## config.mk

```make
export PLATFORM = sky130hd
export DESIGN_NAME = lc3_fetch_unit_flat
export DESIGN_NICKNAME = d
export VERILOG_FILES = /design/src/rtl/lc3_fetch_unit_if.sv /design/src/rtl/lc3_fetch_unit.sv /design/src/flat_wrapper.sv
export SDC_FILE = /design/constraint.sdc
export NUM_CORES = 1
export LEC_CHECK = 0
export CORE_ASPECT_RATIO = 1.25
export CORE_UTILIZATION = 49
export DETAILED_ROUTE_END_ITERATION = 12
export MAX_ROUTING_LAYER = met4
export PLACE_DENSITY = 0.82
export SYNTH_ARGS = -nofsm -noshare
export SYNTH_HDL_FRONTEND = slang
export SYNTH_SLANG_ARGS = --single-unit
```

## constraint.sdc

```tcl
create_clock -name clk -period 4.95 [get_ports clk]
set_input_delay 0.7425 -clock clk [delete_from_list [all_inputs] [get_ports clk]]
set_output_delay 0.7425 -clock clk [all_outputs]
set_load 0.01 [all_outputs]
```

## src/rtl/lc3_fetch_unit_if.sv

```systemverilog
// Instruction-memory port of the LC-3 fetch stage: read request out,
// instruction word and completion strobe back.
interface lc3_fetch_unit_if;
   logic        instrmem_rd;
   logic [15:0] Instr_dout;
   logic        complete_instr;

   modport master (
      output instrmem_rd,
      input  Instr_dout,
      input  complete_instr
   );

   modport slave (
      input  instrmem_rd,
      output Instr_dout,
      output complete_instr
   );
endinterface

```

## src/rtl/lc3_fetch_unit.sv

```systemverilog
// LC-3 fetch stage: PC/NPC, single outstanding instruction read, redirect squash.
// Define LC3_FETCH_TIMEOUT_EN to add the WAIT watchdog and the sticky fetch_err output.
module lc3_fetch_unit #(
   parameter logic [15:0] BASE_ADDR      = 16'h3000,
   parameter int          TIMEOUT_CYCLES = 16
) (
   input  logic                clk,
   input  logic                reset,
   input  logic                enable_fetch,
   input  logic                enable_updatePC,
   input  logic                br_taken,
   input  logic [15:0]         taddr,
   lc3_fetch_unit_if.master    mem,
   output logic [15:0]         pc,
   output logic [15:0]         npc,
   output logic [15:0]         instr,
   output logic [15:0]         instr_pc,
   output logic                instr_valid,
`ifdef LC3_FETCH_TIMEOUT_EN
   output logic                fetch_err,
`endif
   output logic                fetch_stall
);

   typedef enum logic [0:0] {
      S_IDLE = 1'b0,
      S_WAIT = 1'b1
   } state_t;

   state_t      state_q, state_d;
   logic [15:0] pc_q, pc_d;
   logic [15:0] req_pc_q, req_pc_d;
   logic        squash_q, squash_d;
   logic [15:0] instr_q, instr_d;
   logic [15:0] instr_pc_q, instr_pc_d;
   logic        instr_valid_q, instr_valid_d;
`ifdef LC3_FETCH_TIMEOUT_EN
   localparam logic [7:0] WAIT_LAST = 8'(TIMEOUT_CYCLES - 1);
   logic [7:0]  wait_cnt_q, wait_cnt_d;
   logic        err_q, err_d;
`endif

   assign npc         = pc_q + 16'h0001;
   assign pc          = pc_q;
   assign instr       = instr_q;
   assign instr_pc    = instr_pc_q;
   assign instr_valid = instr_valid_q;
   assign mem.instrmem_rd = enable_fetch & ~reset;
   assign fetch_stall = (state_q == S_WAIT) & ~mem.complete_instr;
`ifdef LC3_FETCH_TIMEOUT_EN
   assign fetch_err   = err_q;
`endif

   // PC advance / redirect
   always_comb begin
      pc_d = pc_q;
      if (enable_updatePC) begin
         pc_d = br_taken ? taddr : npc;
      end else begin
         pc_d = pc_q;
      end
   end

   // Fetch FSM: request tracking, squash and response capture
   always_comb begin
      state_d       = state_q;
      req_pc_d      = req_pc_q;
      squash_d      = squash_q;
      instr_d       = instr_q;
      instr_pc_d    = instr_pc_q;
      instr_valid_d = 1'b0;
`ifdef LC3_FETCH_TIMEOUT_EN
      wait_cnt_d    = wait_cnt_q;
      err_d         = err_q;
`endif
      case (state_q)
         S_IDLE: begin
            if (enable_fetch) begin
               state_d  = S_WAIT;
               req_pc_d = pc_q;
               squash_d = 1'b0;
`ifdef LC3_FETCH_TIMEOUT_EN
               wait_cnt_d = 8'd0;
`endif
            end else begin
               state_d = S_IDLE;
            end
         end
         S_WAIT: begin
            if (mem.complete_instr) begin
               if (!squash_q) begin
                  instr_d       = mem.Instr_dout;
                  instr_pc_d    = req_pc_q;
                  instr_valid_d = 1'b1;
               end else begin
                  instr_valid_d = 1'b0;
               end
               // A new request in the response cycle keeps the FSM in WAIT
               if (enable_fetch) begin
                  req_pc_d = pc_q;
                  squash_d = 1'b0;
`ifdef LC3_FETCH_TIMEOUT_EN
                  wait_cnt_d = 8'd0;
`endif
               end else begin
                  state_d = S_IDLE;
               end
            end else begin
               if (enable_updatePC && br_taken) begin
                  squash_d = 1'b1;
               end else begin
                  squash_d = squash_q;
               end
`ifdef LC3_FETCH_TIMEOUT_EN
               if (wait_cnt_q == WAIT_LAST) begin
                  err_d    = 1'b1;
                  state_d  = S_IDLE;
                  squash_d = 1'b0;
               end else begin
                  wait_cnt_d = wait_cnt_q + 8'd1;
               end
`endif
            end
         end
         default: begin
            state_d = S_IDLE;
         end
      endcase
   end

   // State registers with synchronous reset
   always_ff @(posedge clk) begin
      if (reset) begin
         state_q       <= S_IDLE;
         pc_q          <= BASE_ADDR;
         req_pc_q      <= 16'h0000;
         squash_q      <= 1'b0;
         instr_q       <= 16'h0000;
         instr_pc_q    <= 16'h0000;
         instr_valid_q <= 1'b0;
`ifdef LC3_FETCH_TIMEOUT_EN
         wait_cnt_q    <= 8'd0;
         err_q         <= 1'b0;
`endif
      end else begin
         state_q       <= state_d;
         pc_q          <= pc_d;
         req_pc_q      <= req_pc_d;
         squash_q      <= squash_d;
         instr_q       <= instr_d;
         instr_pc_q    <= instr_pc_d;
         instr_valid_q <= instr_valid_d;
`ifdef LC3_FETCH_TIMEOUT_EN
         wait_cnt_q    <= wait_cnt_d;
         err_q         <= err_d;
`endif
      end
   end

endmodule

```

## src/flat_wrapper.sv

```systemverilog
// flat-port wrapper written by rule: the top's interface ports become plain ports
module lc3_fetch_unit_flat 
#(
   parameter logic [15:0] BASE_ADDR      = 16'h3000,
   parameter int          TIMEOUT_CYCLES = 16
)
  (clk, reset, enable_fetch, enable_updatePC, br_taken, taddr, pc, npc, instr, instr_pc, instr_valid, fetch_stall, mem_instrmem_rd, mem_Instr_dout, mem_complete_instr);
  lc3_fetch_unit_if mem_i ();
  input  logic clk;
  input  logic reset;
  input  logic enable_fetch;
  input  logic enable_updatePC;
  input  logic br_taken;
  input  logic [15:0] taddr;
  output logic [15:0] pc;
  output logic [15:0] npc;
  output logic [15:0] instr;
  output logic [15:0] instr_pc;
  output logic instr_valid;
  output logic fetch_stall;
  output wire logic [$bits(mem_i.instrmem_rd)-1:0] mem_instrmem_rd;
  input wire logic [$bits(mem_i.Instr_dout)-1:0] mem_Instr_dout;
  input wire logic [$bits(mem_i.complete_instr)-1:0] mem_complete_instr;
  assign mem_instrmem_rd = mem_i.instrmem_rd;
  assign mem_i.Instr_dout = mem_Instr_dout;
  assign mem_i.complete_instr = mem_complete_instr;
  lc3_fetch_unit #(.BASE_ADDR(BASE_ADDR), .TIMEOUT_CYCLES(TIMEOUT_CYCLES)) u_core (.clk(clk), .reset(reset), .enable_fetch(enable_fetch), .enable_updatePC(enable_updatePC), .br_taken(br_taken), .taddr(taddr), .mem(mem_i), .pc(pc), .npc(npc), .instr(instr), .instr_pc(instr_pc), .instr_valid(instr_valid), .fetch_stall(fetch_stall));
endmodule
```

Word-level counts from Yosys, hierarchy flattened
Cells that the tools add are included. Widths: inputs -> output; s select.

$add $sub $neg: 1. Equal/unequal tests: 2. Muxes and demuxes: 12. Bitwise logic cells: 6. Reductions and logical operators: 3.

Operator list (count): $mux 16 (3); $pmux 16 s2 (1); $add 16x1->16 const B (1); $mux 1 (6); $not 1->1 (4); $pmux 1 s2 (2); $ne 3x3->1 const B (1); $reduce_and 3->1 (1); $reduce_or 3->1 (1); $and 1x1->1 (2); $ne 2x2->1 const B (1); $logic_and 1x1->1 (1).

Register bits after elaboration: 67. Output and inout bits: 67. Logic and storage cells: 31.

Logic depth before layout (Yosys ltp)
Word-level depth: 4. Depth in mapped cells: 6.

Worst setup path after synthesis
OpenSTA, ideal clock, no wires.

Kind: reg2out. From: register u_core.pc_q[1], in the netlist u_core.pc[1]. To: output npc[12]. Data arrival time: 1441 ps. Required time: 4208 ps. Slack: 2766 ps. Stages on the path, launching flop included: 5. Cells stage by stage: dfxtp_1 -> ha_1 -> nand3_1 -> nor3_1 -> xor2_1.

Cells in the longest elaborated chain, start to end: 1.

Ends and longest elaborated chain: start: declaration (RTL line lc3_fetch_unit.sv:31) `logic [15:0] pc_q, pc_d;`; start signal: assignment (RTL line lc3_fetch_unit.sv:147) `pc_q <= pc_d;`; $add 16x1->16 (RTL line lc3_fetch_unit.sv:43) `assign npc = pc_q + 16'h0001;`; end: declaration (RTL line flat_wrapper.sv:16) `output logic [15:0] npc;`.

Every way passes these cells.

Final worst setup path
From: register u_core.pc_q[0], in the netlist u_core.pc[0]. To: output npc[12].

The elaborated chain is that of the path after synthesis.

==> results.ini <==
[status]
outcome=finished, final reports clean

[worst_setup_path]
worstReg2RegEnd=u_core.pc[14]
cp-start-kind=register
max_stage_delay_ns=0.55
path_max_fanout=10
critPathBufInv=1
crit_family=simple AND/OR/NAND/NOR gates
r2r_start=u_core.pc[0]
cp.depth=5
crit_path_end_kind=primary output
crit_path_top_delay_cell=clkdlybuf4s50_1
cp.required_ns=4.21
critPathKind=reg -> out
path_cells=ha_1 > nand3_1 > nor3_1 > xor2_1 > clkdlybuf4s50_1
r2r_slack_ns=3.08
reg2reg_depth=5
arrival_ns=2.48

[clock_network]
cts_max_level=3
cts_buffers=9
clk_pin_slew_ns=0.07
insertion_delay_ns=0.34
hold_buffers=0
cts_sinks=67
root_buffer=clkbuf_8
cts.path.max_buffers=2
cts_tree=built
post_cts_resized=0
postCtsSetupRepairBufs=0

[route]
viasPerCell=5.24
ant_nets=0
drcViolationCount=0
routed_wl_mm=7.33
drt_iter0_drc=181
drt_first_pass_iters=4
vias=2922
wl_per_cell_microns=13.1

[cells_and_area]
drive_gt1_share_pct=5.25
nets=510
fillerInstances=478
diodes=0
multiInputGateArea_sq_mm=0.00150
ff_latch_area_sq_mm=0.00134
area_growth_pct=38.5

[timing]
worst_slew_pin_slew_ns=1.16
fin_crit_ns=3.23
rsz0062_at_grt=no
fmax_ghz=0.310
slew_violations=0
relSlewSlack_pct=22.5
setup_tns_ns=0
final_hold_viol_count=0
final_min_period_over_clock_period_pct=65.2
setup_viol=0
finalClockSkew_ns=0.00962

[logic_synthesis]
ys_seq_area_share_pct=44.4
synth_edf_count=0
synth_adder_area_share_pct=0.414
synth_cell_type_count=42
yosys_warnings=0
yosys.area_share.simple_pct=26.5
yosysMostFrequentCell=nand2_1
yosys-top-cells-area=dfxtp_1 44%, nand2_1 14%, a21oi_1 11%, clkbuf_1 2.5%, nor2_1 2.5%
yosys_most_used_dff=dfxtp_1
syn_nets=429
synth_common_cells=109 x nand2_1, 67 x dfxtp_1, 64 x a21oi_1
synth.area.mux_share_pct=1.66
synth_top_area_share_pct=44.4
synth_compound_area_share_pct=16.8
avgSynthCellArea_sq_um=7.75
synth_area_sq_mm=0.00302
synthCells=390
synth.largest_area_cell=dfxtp_1
synth_seq_cells=67
synth-async-reset-ratio_pct=0
synth_top_family_by_area=simple AND/OR/NAND/NOR gates
synth-xor-area-share_pct=4.06

[pwr]
powerDensity_mw_per_mm2=275
leakage_nw=1.50
switching_share_pct=25.8
p_sw_mw=0.297
power.total_mw=1.15
ir_drop_v=0.000156
p_int_mw=0.853
clkPwrFrac_pct=35.4
combPwrFrac_pct=14.0
power_frac_seq_pct=50.6

[die]
dieArea_sq_mm=0.00649
die_y_microns=89.8
die_x_microns=72.3
num_rows=31
initial_core_util_pct=51.6
core_area_sq_mm=0.00586
boundaryPins=105

[hold_path]
hold_path.class=reg -> reg
hold_end=u_core.instr_pc[2]
hold-path-cell-count=2
worstHoldStart=u_core.req_pc_q[2]

[global_route]
grt_usage_pct=24.6
grt_pass1_vias=2696
overflow=0
grt_start_max_net_pins=68
grt_pass1_wl_mm=12.4
antenna_found_initial=0

[placed_design]
hpwl_mm=4.99
numPortBuffers=104
place_congestion=0.915

[job]
drv_cap=0

## per-layer routing
metal	vias to the layer above	track usage (%)	share of wire (%)
li1	1473	-	-
met1	1317	29.2	42
met2	112	38.6	49
met3	20	5.16	5.8
met4	0	12.9	3.1
met5	-	-	0
## layout by cell type (no fill, tap or decap), types with 5 or more instances in the layout
| cell type | count |
|---|---|
| a21oi_1 | 64 |
| and3_1 | 6 |
| clkbuf_8 | 11 |
| clkdlybuf4s50_1 | 103 |
| dfxtp_1 | 67 |
| mux2i_1 | 5 |
| nand2_1 | 109 |
| nand3_1 | 6 |
| nand4_1 | 5 |
| nor2_1 | 19 |
| nor2b_1 | 7 |
| o21ai_0 | 7 |
| xnor2_1 | 7 |
| xor2_1 | 7 |
## logic make-up after synthesis
kind of cell / after synthesis
adder cells (fa/ha/maj): 1
AND/OR/NAND/NOR: 173
flip-flops: 67
XOR/XNOR: 14
multiplexers: 5
AO/OA/AOI/OAI: 90
buffers and inverters: 40
## power by group through the flow
stage	logic, mW	clock network (mW)	registers, mW
5_1_grt	0.176	0.441	0.585
2_1_floorplan	0.0809	0	0.589
3_3_place_gp	0.159	0	0.593
3_5_place_dp	0.161	0	0.594
6_report	0.161	0.407	0.582
4_1_cts	0.162	0.416	0.582
## worst max path at each step
stage	from	to	slack (ns)
final	u_core.pc[0]	npc[12]	1.72
after global routing	u_core.pc[0]	npc[12]	1.56
after CTS	u_core.pc[0]	npc[12]	1.73
after detailed placement	u_core.pc[0]	npc[12]	2.12
after global placement	u_core.pc[0]	npc[12]	2.17
after floorplan	u_core.pc[1]	npc[12]	2.77
## flip-flops by register name, summed over array words and instances, names as in the netlist
signal and flops:
u_core.instr_pc 16, u_core.instr 16, u_core.req_pc_q 16, u_core.pc 16, u_core.squash_q 1, u_core.state_q 1, u_core.instr_valid 1
## per-stage QoR
stage	cell area (sq um)	setup slack (ns)	utilization [%]	hold WS, ns	instances
floorplan	3020	2.77	-	0.432	390
global placement	4010	2.17	68.4	0.440	542
detailed placement	4010	2.12	68.4	0.447	542
CTS	4190	1.73	71.5	0.454	558
global route	4190	1.56	71.5	0.468	558
finish	4190	1.72	71.5	0.449	558
## worst min-delay path: cells and delay by family, from the launching register on
family,cells,cell delay [ns]
DFF,1,0.31
and+or+nand+nor,1,0.05
AOI/OAI and AO/OA,1,0.05
## cell type report
cell class                 count  share of cell area (%)
multi-input combinational    283                    35.7
sequential                    67                    32.0
timing repair buffer         106                    25.1
clock buffer                  12                    3.71
tap                           82                    2.45
clock inverter                 4                   0.598
inverter                       4                   0.359
(Power assumes the default switching activity.)
